`src/rtl/ddr_axi_pkg.sv`:
```
// Shared AXI4 constants and read-master state encoding for the DDR AXI path.
package ddr_axi_pkg;

    typedef enum logic [2:0] {
        RD_IDLE  = 3'd0,
        RA_START = 3'd1,
        RA_WAIT  = 3'd2,
        RD_PROC  = 3'd3,
        RD_DONE  = 3'd4
    } rd_state_e;

    localparam logic [3:0] AXI_ID_DDR     = 4'b1111;
    localparam logic [2:0] AXI_SIZE_8B    = 3'b011;
    localparam logic [1:0] AXI_BURST_INCR = 2'b01;
    localparam logic [3:0] AXI_CACHE_DDR  = 4'b0011;
    localparam logic [1:0] AXI_RESP_OKAY  = 2'b00;

endpackage

```
`src/rtl/ddr_axi_rd_beat_ctr.sv`:
```
// Remaining-beat counter: load on request, decrement per beat, saturate at zero.
module ddr_axi_rd_beat_ctr #(
    parameter int WIDTH = 8
) (
    input  logic             clk_i,
    input  logic             rst_n_i,
    input  logic             load_i,
    input  logic [WIDTH-1:0] load_val_i,
    input  logic             dec_i,
    output logic             zero_o
);

    logic [WIDTH-1:0] count_q;
    logic [WIDTH-1:0] count_d;

    always_comb begin
        count_d = count_q;
        if (load_i) begin
            count_d = load_val_i;
        end else if (dec_i && (count_q != '0)) begin
            count_d = count_q - 1'b1;
        end
    end

    always_ff @(posedge clk_i or negedge rst_n_i) begin
        if (!rst_n_i) begin
            count_q <= '0;
        end else begin
            count_q <= count_d;
        end
    end

    assign zero_o = (count_q == '0);

endmodule

```
`src/rtl/ddr_axi_read.sv`:
```
// AXI4 read-burst master feeding the UI read FIFO.
// Optional response checking enabled by defining DDR_AXI_READ_CHECK_EN.
module ddr_axi_read
    import ddr_axi_pkg::*;
#(
    parameter int DATA_WIDTH      = 64,
    parameter int ADDR_WIDTH      = 29,
    parameter int BURST_LEN_WIDTH = 8
) (
    input  logic                       ACLK,
    input  logic                       ARESETN,
    input  logic                       rd_start,
    input  logic [BURST_LEN_WIDTH-1:0] rd_burst_len,
    input  logic [ADDR_WIDTH-1:0]      rd_start_addr,
    output logic                       rd_ready,
    output logic [DATA_WIDTH-1:0]      rd_fifo_wr_data,
    output logic                       rd_fifo_wr_valid,
    input  logic                       rd_fifo_full,
    output logic                       rd_done,
    output logic                       rd_err,
    output logic [3:0]                 m_axi_arid,
    output logic [ADDR_WIDTH-1:0]      m_axi_araddr,
    output logic [BURST_LEN_WIDTH-1:0] m_axi_arlen,
    output logic [2:0]                 m_axi_arsize,
    output logic [1:0]                 m_axi_arburst,
    output logic                       m_axi_arlock,
    output logic [3:0]                 m_axi_arcache,
    output logic [2:0]                 m_axi_arprot,
    output logic [3:0]                 m_axi_arqos,
    output logic                       m_axi_arvalid,
    input  logic                       m_axi_arready,
    input  logic [3:0]                 m_axi_rid,
    input  logic [DATA_WIDTH-1:0]      m_axi_rdata,
    input  logic [1:0]                 m_axi_rresp,
    input  logic                       m_axi_rlast,
    input  logic                       m_axi_rvalid,
    output logic                       m_axi_rready
);

    rd_state_e                  state_q, state_d;
    logic                       arvalid_q, arvalid_d;
    logic [ADDR_WIDTH-1:0]      araddr_q;
    logic [BURST_LEN_WIDTH-1:0] arlen_q;
    logic                       accept;
    logic                       beat;
    logic                       cnt_zero;

    always_comb begin
        state_d   = state_q;
        arvalid_d = arvalid_q;
        accept    = 1'b0;
        case (state_q)
            RD_IDLE: begin
                if (rd_start && (rd_burst_len != '0)) begin
                    accept  = 1'b1;
                    state_d = RA_START;
                end
            end
            RA_START: begin
                arvalid_d = 1'b1;
                state_d   = RA_WAIT;
            end
            RA_WAIT: begin
                if (m_axi_arready) begin
                    arvalid_d = 1'b0;
                    state_d   = RD_PROC;
                end
            end
            RD_PROC: begin
                if (beat && m_axi_rlast) begin
                    state_d = RD_DONE;
                end
            end
            RD_DONE: begin
                state_d = RD_IDLE;
            end
            default: begin
                state_d   = RD_IDLE;
                arvalid_d = 1'b0;
            end
        endcase
    end

    always_ff @(posedge ACLK or negedge ARESETN) begin
        if (!ARESETN) begin
            state_q   <= RD_IDLE;
            arvalid_q <= 1'b0;
            araddr_q  <= '0;
            arlen_q   <= '0;
        end else begin
            state_q   <= state_d;
            arvalid_q <= arvalid_d;
            if (accept) begin
                araddr_q <= rd_start_addr;
                arlen_q  <= rd_burst_len - 1'b1;
            end
        end
    end

    ddr_axi_rd_beat_ctr #(
        .WIDTH(BURST_LEN_WIDTH)
    ) u_beat_ctr (
        .clk_i      (ACLK),
        .rst_n_i    (ARESETN),
        .load_i     (accept),
        .load_val_i (rd_burst_len - 1'b1),
        .dec_i      (beat),
        .zero_o     (cnt_zero)
    );

    // Data is forwarded combinationally so a full FIFO simply stalls the slave.
    assign m_axi_rready     = (state_q == RD_PROC) && !rd_fifo_full;
    assign beat             = m_axi_rvalid && m_axi_rready;
    assign rd_fifo_wr_data  = m_axi_rdata;
    assign rd_fifo_wr_valid = beat;
    assign rd_ready         = (state_q == RD_IDLE);
    assign rd_done          = (state_q == RD_DONE);

    assign m_axi_arid    = AXI_ID_DDR;
    assign m_axi_araddr  = araddr_q;
    assign m_axi_arlen   = arlen_q;
    assign m_axi_arsize  = AXI_SIZE_8B;
    assign m_axi_arburst = AXI_BURST_INCR;
    assign m_axi_arlock  = 1'b0;
    assign m_axi_arcache = AXI_CACHE_DDR;
    assign m_axi_arprot  = '0;
    assign m_axi_arqos   = '0;
    assign m_axi_arvalid = arvalid_q;

`ifdef DDR_AXI_READ_CHECK_EN
    logic err_q, err_d;
    logic beat_bad;

    assign beat_bad = beat && ((m_axi_rresp != AXI_RESP_OKAY) ||
                               (m_axi_rid != AXI_ID_DDR) ||
                               (m_axi_rlast && !cnt_zero) ||
                               (!m_axi_rlast && cnt_zero));

    always_comb begin
        err_d = err_q;
        if (accept) begin
            err_d = 1'b0;
        end else if (beat_bad) begin
            err_d = 1'b1;
        end
    end

    always_ff @(posedge ACLK or negedge ARESETN) begin
        if (!ARESETN) begin
            err_q <= 1'b0;
        end else begin
            err_q <= err_d;
        end
    end

    assign rd_err = err_q;
`else
    logic unused_chk;
    assign unused_chk = ^{cnt_zero, m_axi_rid, m_axi_rresp};
    assign rd_err     = 1'b0;
`endif

endmodule

```
`config.mk`:
```
export PLATFORM = sky130hd
export DESIGN_NAME = ddr_axi_read
export DESIGN_NICKNAME = d
export VERILOG_FILES = /design/src/rtl/ddr_axi_pkg.sv /design/src/rtl/ddr_axi_rd_beat_ctr.sv /design/src/rtl/ddr_axi_read.sv
export SDC_FILE = /design/constraint.sdc
export NUM_CORES = 1
export LEC_CHECK = 0
export CORE_AREA = 2 2 94 96
export CTS_BUF_LIST = sky130_fd_sc_hd__clkbuf_8
export CTS_CLUSTER_SIZE = 28
export DETAILED_ROUTE_END_ITERATION = 8
export DIE_AREA = 0 0 96 98
export GPL_TIMING_DRIVEN = 0
export PLACE_DENSITY = 0.79
export SLEW_MARGIN = 20
export SYNTH_ARGS = -nofsm -noshare
export SYNTH_HDL_FRONTEND = slang
export SYNTH_SLANG_ARGS = --single-unit
```
`constraint.sdc`:
```
create_clock -name ACLK -period 6.2 [get_ports ACLK]
set_clock_uncertainty 0.05 [all_clocks]
set_input_delay 0.62 -clock ACLK [delete_from_list [all_inputs] [get_ports ACLK]]
set_output_delay 0.62 -clock ACLK [all_outputs]
set_load 0.05 [all_outputs]
```
==> run_results.csv <==
group,metric,value,unit
place,dpl_cell_area,0.00412,sq mm
die,core_area,0.00847,sq mm
route,vias,2015,
worst_setup_path,worstPathCellList,"clkdlybuf4s50_1, nor2b_1, and3_1, and2_1, clkdlybuf4s50_1",
sta,worst_pin_slew,0.547,ns
cells_and_area,instances_no_fill,505,
power_and_ir_drop,leakage,0.00192,uW
global_route,grt_max_degree,27,
logic_synthesis,synth_edf_count,0,
cells_and_area,regArea,0.00103,sq mm
worst_setup_path,r2r_slack,4.04,ns
global_route,grt_pass1_wl,8910,um
clocking,cts_tree,"built",
sta,min_period,2.93,ns
worst_setup_path,reg2reg_depth,5,
logic_synthesis,yosysMostFrequentCell,"buf_4",
worst_setup_path,cpPeakStageDelay,0.80,ns
worst_hold_path,hp-class,"in -> async",
clocking,numCtsBuffers,5,
power_and_ir_drop,powerDensity,437,mW/mm^2
worst_setup_path,crit_family,"buffers and inverters",
clocking,cts_resized,0,
logic_synthesis,seq_area_frac_synth,42.8,%
global_route,grt_pass1_vias,1933,
logic_synthesis,synth_top_flop_cell,"dfrtp_1",
die,initial_core_util,28.3,%
worst_setup_path,path_class,"in -> out",
worst_setup_path,cp.required,5.53,ns
logic_synthesis,synth_common_cells,"buf_4, dfrtp_1, mux2_2",
cells_and_area,layout-drive-gt1-share,33.8,%
worst_setup_path,rr_startpoint,"state_q[0]",
worst_setup_path,startpoint_type,"primary input",
die,design.die.area,0.00941,sq mm
global_route,grt_util_all_layers,12.0,%
power_and_ir_drop,total_power,1860,uW
sta,fmaxAchievable,341,MHz
job,drv_cap,0,
cells_and_area,num_antenna_cells,0,
route,wl,6030,um
die,rows,34,
place,dp_cells,497,
sta,rsz0062_at_grt,"no",
logic_synthesis,synth-seq-cells,41,
place,place.gp.congestion,0.685,
logic_synthesis,synthTopCellsByArea,"dfrtp_1, buf_4, mux2_2",
cells_and_area,syn_to_final_growth,77.2,%
global_route,antenna_found_initial,0,
power_and_ir_drop,max-vdd-ir-drop,0.154,mV
clocking,cts_hold_buf,0,
worst_setup_path,r2r-end,"m_axi_araddr[1]",
sta,setup_viol,0,
clocking,clock_latency,0.29,ns
logic_synthesis,yosysWarnings,0,
logic_synthesis,syn-instance-count,219,
clocking,h-tree-depth,2,
cells_and_area,fill_cells,772,
worst_setup_path,end_kind,"primary output",
sta,final_max_slew_viol_count,0,
logic_synthesis,netlist.top_cell.by_area,"dfrtp_1",
route,drtIter0Drc,9,
logic_synthesis,syn-cell-area,0.00240,sq mm
clocking,cts-root-buf,"clkbuf_8",
clocking,cts_setup_buffers,0,
worst_setup_path,critical_path.max_fanout,2,
route,avgRoutedWirePerCell,11.9,um
place,io_buffers,149,
clocking,clkSlewWorstSetupHoldPaths,0.09,ns
die,io_pins,242,
place,dpl.hpwl,5130,um
worst_setup_path,crit_buf_inv,2,
sta,slew_headroom,63.2,%
die,dieHeight,98,um
logic_synthesis,async_flop_share,100,%
clocking,cts_num_sinks,41,
logic_synthesis,yosysTopAreaCellShare,42.8,%
route,ant_nets,0,
route,vias_per_cell,3.99,
worst_setup_path,slowest_stage,"clkdlybuf4s50_1",
route,drcViolationCount,0,
cells_and_area,multiInputGateArea,737,sq um
die,die-width,96,um
global_route,grt-ovfl-total,0,
clocking,clockBufferDepth,2,
sta,tns,0,ns
worst_setup_path,cpMostUsedCell,"clkdlybuf4s50_1",
sta,period_share,47.3,%
logic_synthesis,syn_area_per_cell,11.0,sq um
sta,hold_ws,0.191,ns
status,outcome,"completed",
sta,hold_viol_final,0,
cells_and_area,postLayoutCellArea,0.00425,sq mm
logic_synthesis,ys_types,26,
worst_setup_path,cp.arrival,2.26,ns
cells_and_area,nets,512,
route,drt-pass1-iter-count,4,
report_power, final:
group          switching [uW]  total (uW)  internal (uW)
Clock                    97.2         257            160
Combinational             718        1140            421
Sequential               65.0         461            396
Total                     880        1860            977
flip-flops by register name (all words and copies together) (netlist names):
name	flops
m_axi_araddr	29
m_axi_arlen	8
m_axi_arvalid	1
state_q	3
through the flow:
step	setup WS, ns	utilization (%)
after floorplan	3.82	-
after global placement	3.24	48.4
after detailed placement	3.25	48.6
after CTS	3.24	50.2
after global routing	3.13	50.2
final	3.27	50.2
cell type report:
type                    instances  area share [%]
plain buffers                  91            16.3
clock buffers                   5            1.62
clock inverters                 3            1.53
inverters                       5           0.442
multi-input cells             102            17.3
flip-flops and latches         41            24.1
well taps                     108            3.18
repair buffers                150            35.5
cell usage in the layout (no fill, tap or decap), types with 2 or more instances in the layout:
cell type	count
a21oi_1	6
and3_1	2
buf_2	2
buf_4	87
buf_6	3
bufinv_16	2
clkbuf_8	5
clkdlybuf4s50_1	148
conb_1	22
dfrtp_1	41
ha_1	2
inv_1	5
mux2_2	30
mux2i_1	2
nand2_1	4
nor2_1	12
nor2b_1	2
nor3_1	5
xnor2_1	2
xor2_1	4
kinds of logic (layout without fill, tap and decap cells):
logic type      Yosys count  in the layout  synth area share [%]
other cells               2             22                 0.313
simple gates             30             30                  6.15
buf+inv                  96            254                  29.6
compound gates           10             10                  2.97
flops                    41             41                  42.8
xor+xnor                  6              6                  2.19
fa+ha+maj                 2              2                  1.04
mux                      32             32                  14.9
layer usage:
layer	vias up	routed length, um	GRT usage (%)
li1	953	-	-
met4	0	42	3.63
met5	-	0	0
met2	138	3160	22.4
met3	4	698	3.55
met1	920	2120	12.5
how the worst max path moves through the flow:
stage	start	endpoint	slack (ns)	cells past startpoint
global placement	rd_fifo_full	rd_fifo_wr_valid	3.24	5
CTS	rd_fifo_full	rd_fifo_wr_valid	3.24	5
global route	rd_fifo_full	rd_fifo_wr_valid	3.13	5
floorplan	rd_fifo_full	rd_fifo_wr_valid	3.82	3
finish	rd_fifo_full	rd_fifo_wr_valid	3.27	5
detailed placement	rd_fifo_full	rd_fifo_wr_valid	3.25	5
No activity file was read; power rests on OpenSTA's default activity.
